**src/rtl/serial_subtractor_pkg.sv**
```systemverilog
// Shared types and constants for the bit-serial subtractor.
// Holds the controller state encoding and the default operand width.
package serial_subtractor_pkg;

    localparam int W_DEFAULT = 3;

    typedef enum logic [1:0] {
        IDLE = 2'd0,
        RUN  = 2'd1,
        DONE = 2'd2
    } state_t;

endpackage

```
**src/rtl/serial_subtractor_full_sub.sv**
```systemverilog
// One-bit full subtractor cell: a - b - bin.
// Produces the difference bit and the outgoing borrow.
module full_sub (
    input  logic a,
    input  logic b,
    input  logic bin,
    output logic diff,
    output logic bout
);

    // Difference bit and borrow-out of a single bit position
    always_comb begin
        diff = a ^ b ^ bin;
        bout = (~a & b) | (~a & bin) | (b & bin);
    end

endmodule

```
**src/rtl/serial_subtractor.sv**
```systemverilog
// Bit-serial subtractor: LSB-first, one bit per cycle.
// Valid/ready on both sides; result held until consumed.
module serial_subtractor
    import serial_subtractor_pkg::*;
#(
    parameter int W = W_DEFAULT
) (
    input  logic         clk,
    input  logic         rst_n,
    input  logic         in_valid,
    output logic         in_ready,
    input  logic [W-1:0] x,
    input  logic [W-1:0] y,
    output logic         out_valid,
    input  logic         out_ready,
    output logic [W-1:0] d,
    output logic         bout,
    output logic         ovf
);

    localparam int CW = $clog2(W + 1);

    state_t        state;
    state_t        state_nx;
    logic [W-1:0]  a_sr;
    logic [W-1:0]  b_sr;
    logic [W-1:0]  res_sr;
    logic [CW-1:0] cnt;
    logic          br;
    logic          xm;
    logic          ym;
    logic          diff;
    logic          br_nx;
    logic          accept;
    logic          last;

    full_sub u_fs (
        .a    (a_sr[0]),
        .b    (b_sr[0]),
        .bin  (br),
        .diff (diff),
        .bout (br_nx)
    );

    assign accept = (state == IDLE) && in_valid;
    assign last   = (state == RUN) && (cnt == CW'(W - 1));

    // State register
    always_ff @(posedge clk or negedge rst_n) begin
        if (!rst_n) state <= IDLE;
        else        state <= state_nx;
    end

    // Next state and handshake outputs
    always_comb begin
        state_nx  = state;
        in_ready  = 1'b0;
        out_valid = 1'b0;
        unique case (state)
            IDLE: begin
                in_ready = 1'b1;
                if (in_valid) state_nx = RUN;
            end
            RUN: begin
                if (last) state_nx = DONE;
            end
            DONE: begin
                out_valid = 1'b1;
                if (out_ready) state_nx = IDLE;
            end
            default: state_nx = IDLE;
        endcase
    end

    // Operand shifting, borrow chain and result capture
    always_ff @(posedge clk or negedge rst_n) begin
        if (!rst_n) begin
            a_sr   <= '0;
            b_sr   <= '0;
            res_sr <= '0;
            cnt    <= '0;
            br     <= 1'b0;
            xm     <= 1'b0;
            ym     <= 1'b0;
            d      <= '0;
            bout   <= 1'b0;
            ovf    <= 1'b0;
        end else if (accept) begin
            a_sr   <= x;
            b_sr   <= y;
            xm     <= x[W-1];
            ym     <= y[W-1];
            res_sr <= '0;
            cnt    <= '0;
            br     <= 1'b0;
        end else if (state == RUN) begin
            a_sr   <= a_sr >> 1;
            b_sr   <= b_sr >> 1;
            res_sr <= {diff, res_sr[W-1:1]};
            br     <= br_nx;
            cnt    <= cnt + 1'b1;
            if (last) begin
                d    <= {diff, res_sr[W-1:1]};
                bout <= br_nx;
                ovf  <= (xm != ym) && (diff != xm);
            end
        end
    end

endmodule

```
**config.mk**
```make
export PLATFORM = sky130hd
export DESIGN_NAME = serial_subtractor
export DESIGN_NICKNAME = d
export VERILOG_FILES = /design/src/rtl/serial_subtractor_pkg.sv /design/src/rtl/serial_subtractor_full_sub.sv /design/src/rtl/serial_subtractor.sv
export SDC_FILE = /design/constraint.sdc
export NUM_CORES = 1
export LEC_CHECK = 0
export CAP_MARGIN = 20
export CORE_ASPECT_RATIO = 0.7
export CORE_MARGIN = 3
export CORE_UTILIZATION = 40
export DETAILED_ROUTE_END_ITERATION = 7
export GPL_TIMING_DRIVEN = 0
export PLACE_DENSITY = 0.76
export SYNTH_ARGS = -nofsm -noshare
export SYNTH_HDL_FRONTEND = slang
export SYNTH_SLANG_ARGS = --single-unit
export TNS_END_PERCENT = 1
```
**constraint.sdc**
```tcl
create_clock -name clk -period 2.01 [get_ports clk]
set_clock_uncertainty 0.15 [all_clocks]
set_input_delay 0.402 -clock clk [delete_from_list [all_inputs] [get_ports clk]]
set_output_delay 0.402 -clock clk [all_outputs]
set_load 0.02 [all_outputs]
```
==> flow_metrics.tcl <==
set metrics [dict create \
    status "finished clean" \
    initial_utilization_pct 45.8 \
    startpoint_type "flop" \
    pwr-share-clk_pct 17.4 \
    dpl_worst_slack_ps 25.1 \
    layout.nets 114 \
    grt_usage_pct 13.1 \
    grt_pass1_vias 615 \
    synth_area_leader_cell "dfrtp_1" \
    rsz0062_at_grt "false" \
    die_area_sq_um 2930 \
    whs_path_depth 2 \
    worstSetupEndpointType "primary output" \
    hpwl_um 1220 \
    netSwitchingPower_uw 672 \
    period_share_pct 91.9 \
    clkLatencyLatePin_ps 310 \
    ys_top_cells_by_count "dfrtp_1 (20), nand2_1 (12), o21ai_1 (10)" \
    drt-initial-drc-count 39 \
    drive_gt1_share_pct 19.8 \
    port_buffers 15 \
    htreeDepth 1 \
    ir_drop_v 0.000793 \
    use_met2_pct 18.0 \
    yosysTopAreaCellShare_pct 54.2 \
    fmax_mhz 541 \
    synth_edf_count 0 \
    yosysWarnings 0 \
    dp_cells 126 \
    use_met1_pct 17.9 \
    rows 13 \
    num_antenna_cells 0 \
    syn_area_per_cell_sq_um 11.4 \
    wire_per_inst_um 12.9 \
    setup_violations 0 \
    grt_overflow 0 \
    worst_slack_ps 163 \
    grt_max_degree 21 \
    worstSetupPathType "reg2out" \
    ant_nets 0 \
    grt-busiest-layer "met2" \
    syn_area_sq_um 923 \
    tightest_slew_ps 863 \
    synth_ff_type "dfrtp_1" \
    drt_pass1_iterations 4 \
    maxSlewHeadroom_pct 42.3 \
    route.vias.total 652 \
    synth-async-reset-ratio_pct 100 \
    min_path_type "in2reg" \
    cts.sinks 20 \
    drv_cap 0 \
    hold_viol 0 \
    clk_pin_slew_ps 120 \
    grt_antenna_before_repair 0 \
    gp_congestion 0.733 \
    synth_area_leaders "dfrtp_1 (54%), o21ai_1 (5.4%), mux2_4 (4.9%), nand2_1 (4.9%), inv_1 (2.4%)" \
    io_pins 17 \
    use_met3_pct 5.61 \
    clock-root-buffer "clkbuf_4" \
    yosysUniqueCellTypes 25 \
    final_util_pct 57.8 \
    finalCriticalPeriod_ps 1850 \
    drv_slew 0 \
    die_h_um 46.2 \
    cp.required_ps 1460 \
    ys_ff_latch 20 \
    ys_seq_area_share_pct 54.2 \
    comb_power_share_pct 45.3 \
    grt_first_pass_wirelength_um 2800 \
    clockBufferDepth 2 \
    fp.coreArea_sq_um 2020 \
    p_leak_nw 0.557 \
    drc 0 \
    chipWidth_um 63.4 \
    powerDensity_nw_per_um2 1610 \
    numCtsBuffers 3 \
    cp_max_fo 10 \
    switching_share_pct 35.7 \
    synth_fp_nets 93 \
    synthCells 81 \
    cts_tree "yes" \
    area_delta_synth_final_pct 26.3 \
    routed_via_density 4.98 \
    instances_no_fill 131 \
    rr_worst_depth 5 \
    yosysMostFrequentCell "dfrtp_1" \
    crit_arrival_ps 1300 \
    internal_power_mw 1.21 \
    p_seq_share_pct 37.3 \
    tns_ps 0 \
    postRouteWirelength_um 1690 \
]
## flip-flops by register name (all words and copies together), names as in the netlist
name,count
d,3
br,1
xm,1
a_sr,3
bout,1
ym,1
b_sr,3
state,2
res_sr,2
cnt,2
ovf,1
## final cells by class
type                            instances  area (sq um)
Fill cell                             187           851
Sequential cell                        20           502
Multi-Input combinational cell         52           379
Timing Repair Buffer                   16           151
Tap cell                               30          37.5
Clock inverter                          1          30.0
Clock buffer                            3          22.5
Inverter                                6          22.5
Buffer                                  3          21.3
## cell usage in the layout, fill, tap and decap left out
cell | Yosys | final
dfrtp_1 | 20 | 19
clkdlybuf4s50_1 | 0 | 13
nand2_1 | 12 | 12
o21ai_1 | 10 | 10
inv_1 | 6 | 6
a21oi_1 | 4 | 4
buf_2 | 2 | 3
mux2_4 | 3 | 3
clkbuf_4 | 0 | 3
nand2b_1 | 2 | 2
mux2_2 | 2 | 2
a22o_1 | 2 | 2
nor2_1 | 2 | 2
and3b_2 | 2 | 2
a22oi_1 | 2 | 2
nor2_2 | 1 | 1
buf_6 | 1 | 1
o21bai_4 | 1 | 1
and2b_1 | 1 | 1
nand3b_4 | 1 | 1
nor2b_1 | 1 | 1
and3b_1 | 1 | 1
a2bb2oi_1 | 1 | 1
o21ai_0 | 1 | 1
a32o_1 | 1 | 1
fa_1 | 1 | 1
ha_1 | 1 | 1
bufinv_16 | 0 | 1
dlygate4sd2_1 | 0 | 1
buf_4 | 0 | 1
dfrtp_2 | 0 | 1
## layer usage
layer / share of wire [%] / up-vias
met5: 0 / -
met4: 1.1 / 0
met3: 5.7 / 4
met2: 42 / 20
met1: 51 / 312
li1: - / 316
## worst max-delay path: stages, from the launching register on
cell	delay, ps
dfrtp_2	470
buf_6	160
nand2b_1	160
inv_1	60
buf_2	150
## worst paths after layout
check	slack, ps	start	end
setup / recovery	160	state[0]	out_valid
hold reg to reg	350	cnt[0]	cnt[0]
min in group asynchronous	420	rst_n	bout
setup reg to reg	340	br	ovf
max in group asynchronous	710	rst_n	state[0]
hold / removal	330	in_valid	b_sr[2]
## timing repair
action	4_1_cts	5_1_grt
gates resized for setup	5	1
pin swaps	0	0
hold buffers	0	0
buffers inserted	0	1
endpoints found under the setup margin	2	1
## power groups by stage
stage | registers [mW] | logic [mW] | clock network [mW]
after CTS | 0.709 | 0.843 | 0.333
after floorplan | 0.734 | 0.549 | 0
after global placement | 0.705 | 0.835 | 0
final | 0.702 | 0.852 | 0.327
after global routing | 0.724 | 0.931 | 0.349
after detailed placement | 0.714 | 0.848 | 0
## stage by stage
stage | area, sq um | power, mW | hold WS [ps]
floorplan | 923 | 1.28 | -43.6
global placement | 1110 | 1.54 | 314
detailed placement | 1110 | 1.56 | 326
CTS | 1160 | 1.89 | 323
global route | 1170 | 2.00 | 325
finish | 1170 | 1.88 | 334
## cells by family (layout without fill, tap and decap cells)
family          Yosys count  after routing  synth area share [%]
buf+inv                   9             29                  4.74
fa+ha+maj                 2              2                  3.52
mux                       5              5                  7.32
compound gates           22             22                  15.7
simple gates             23             23                  14.5
flops                    20             20                  54.2
No activity file was read; power rests on OpenSTA's default activity.
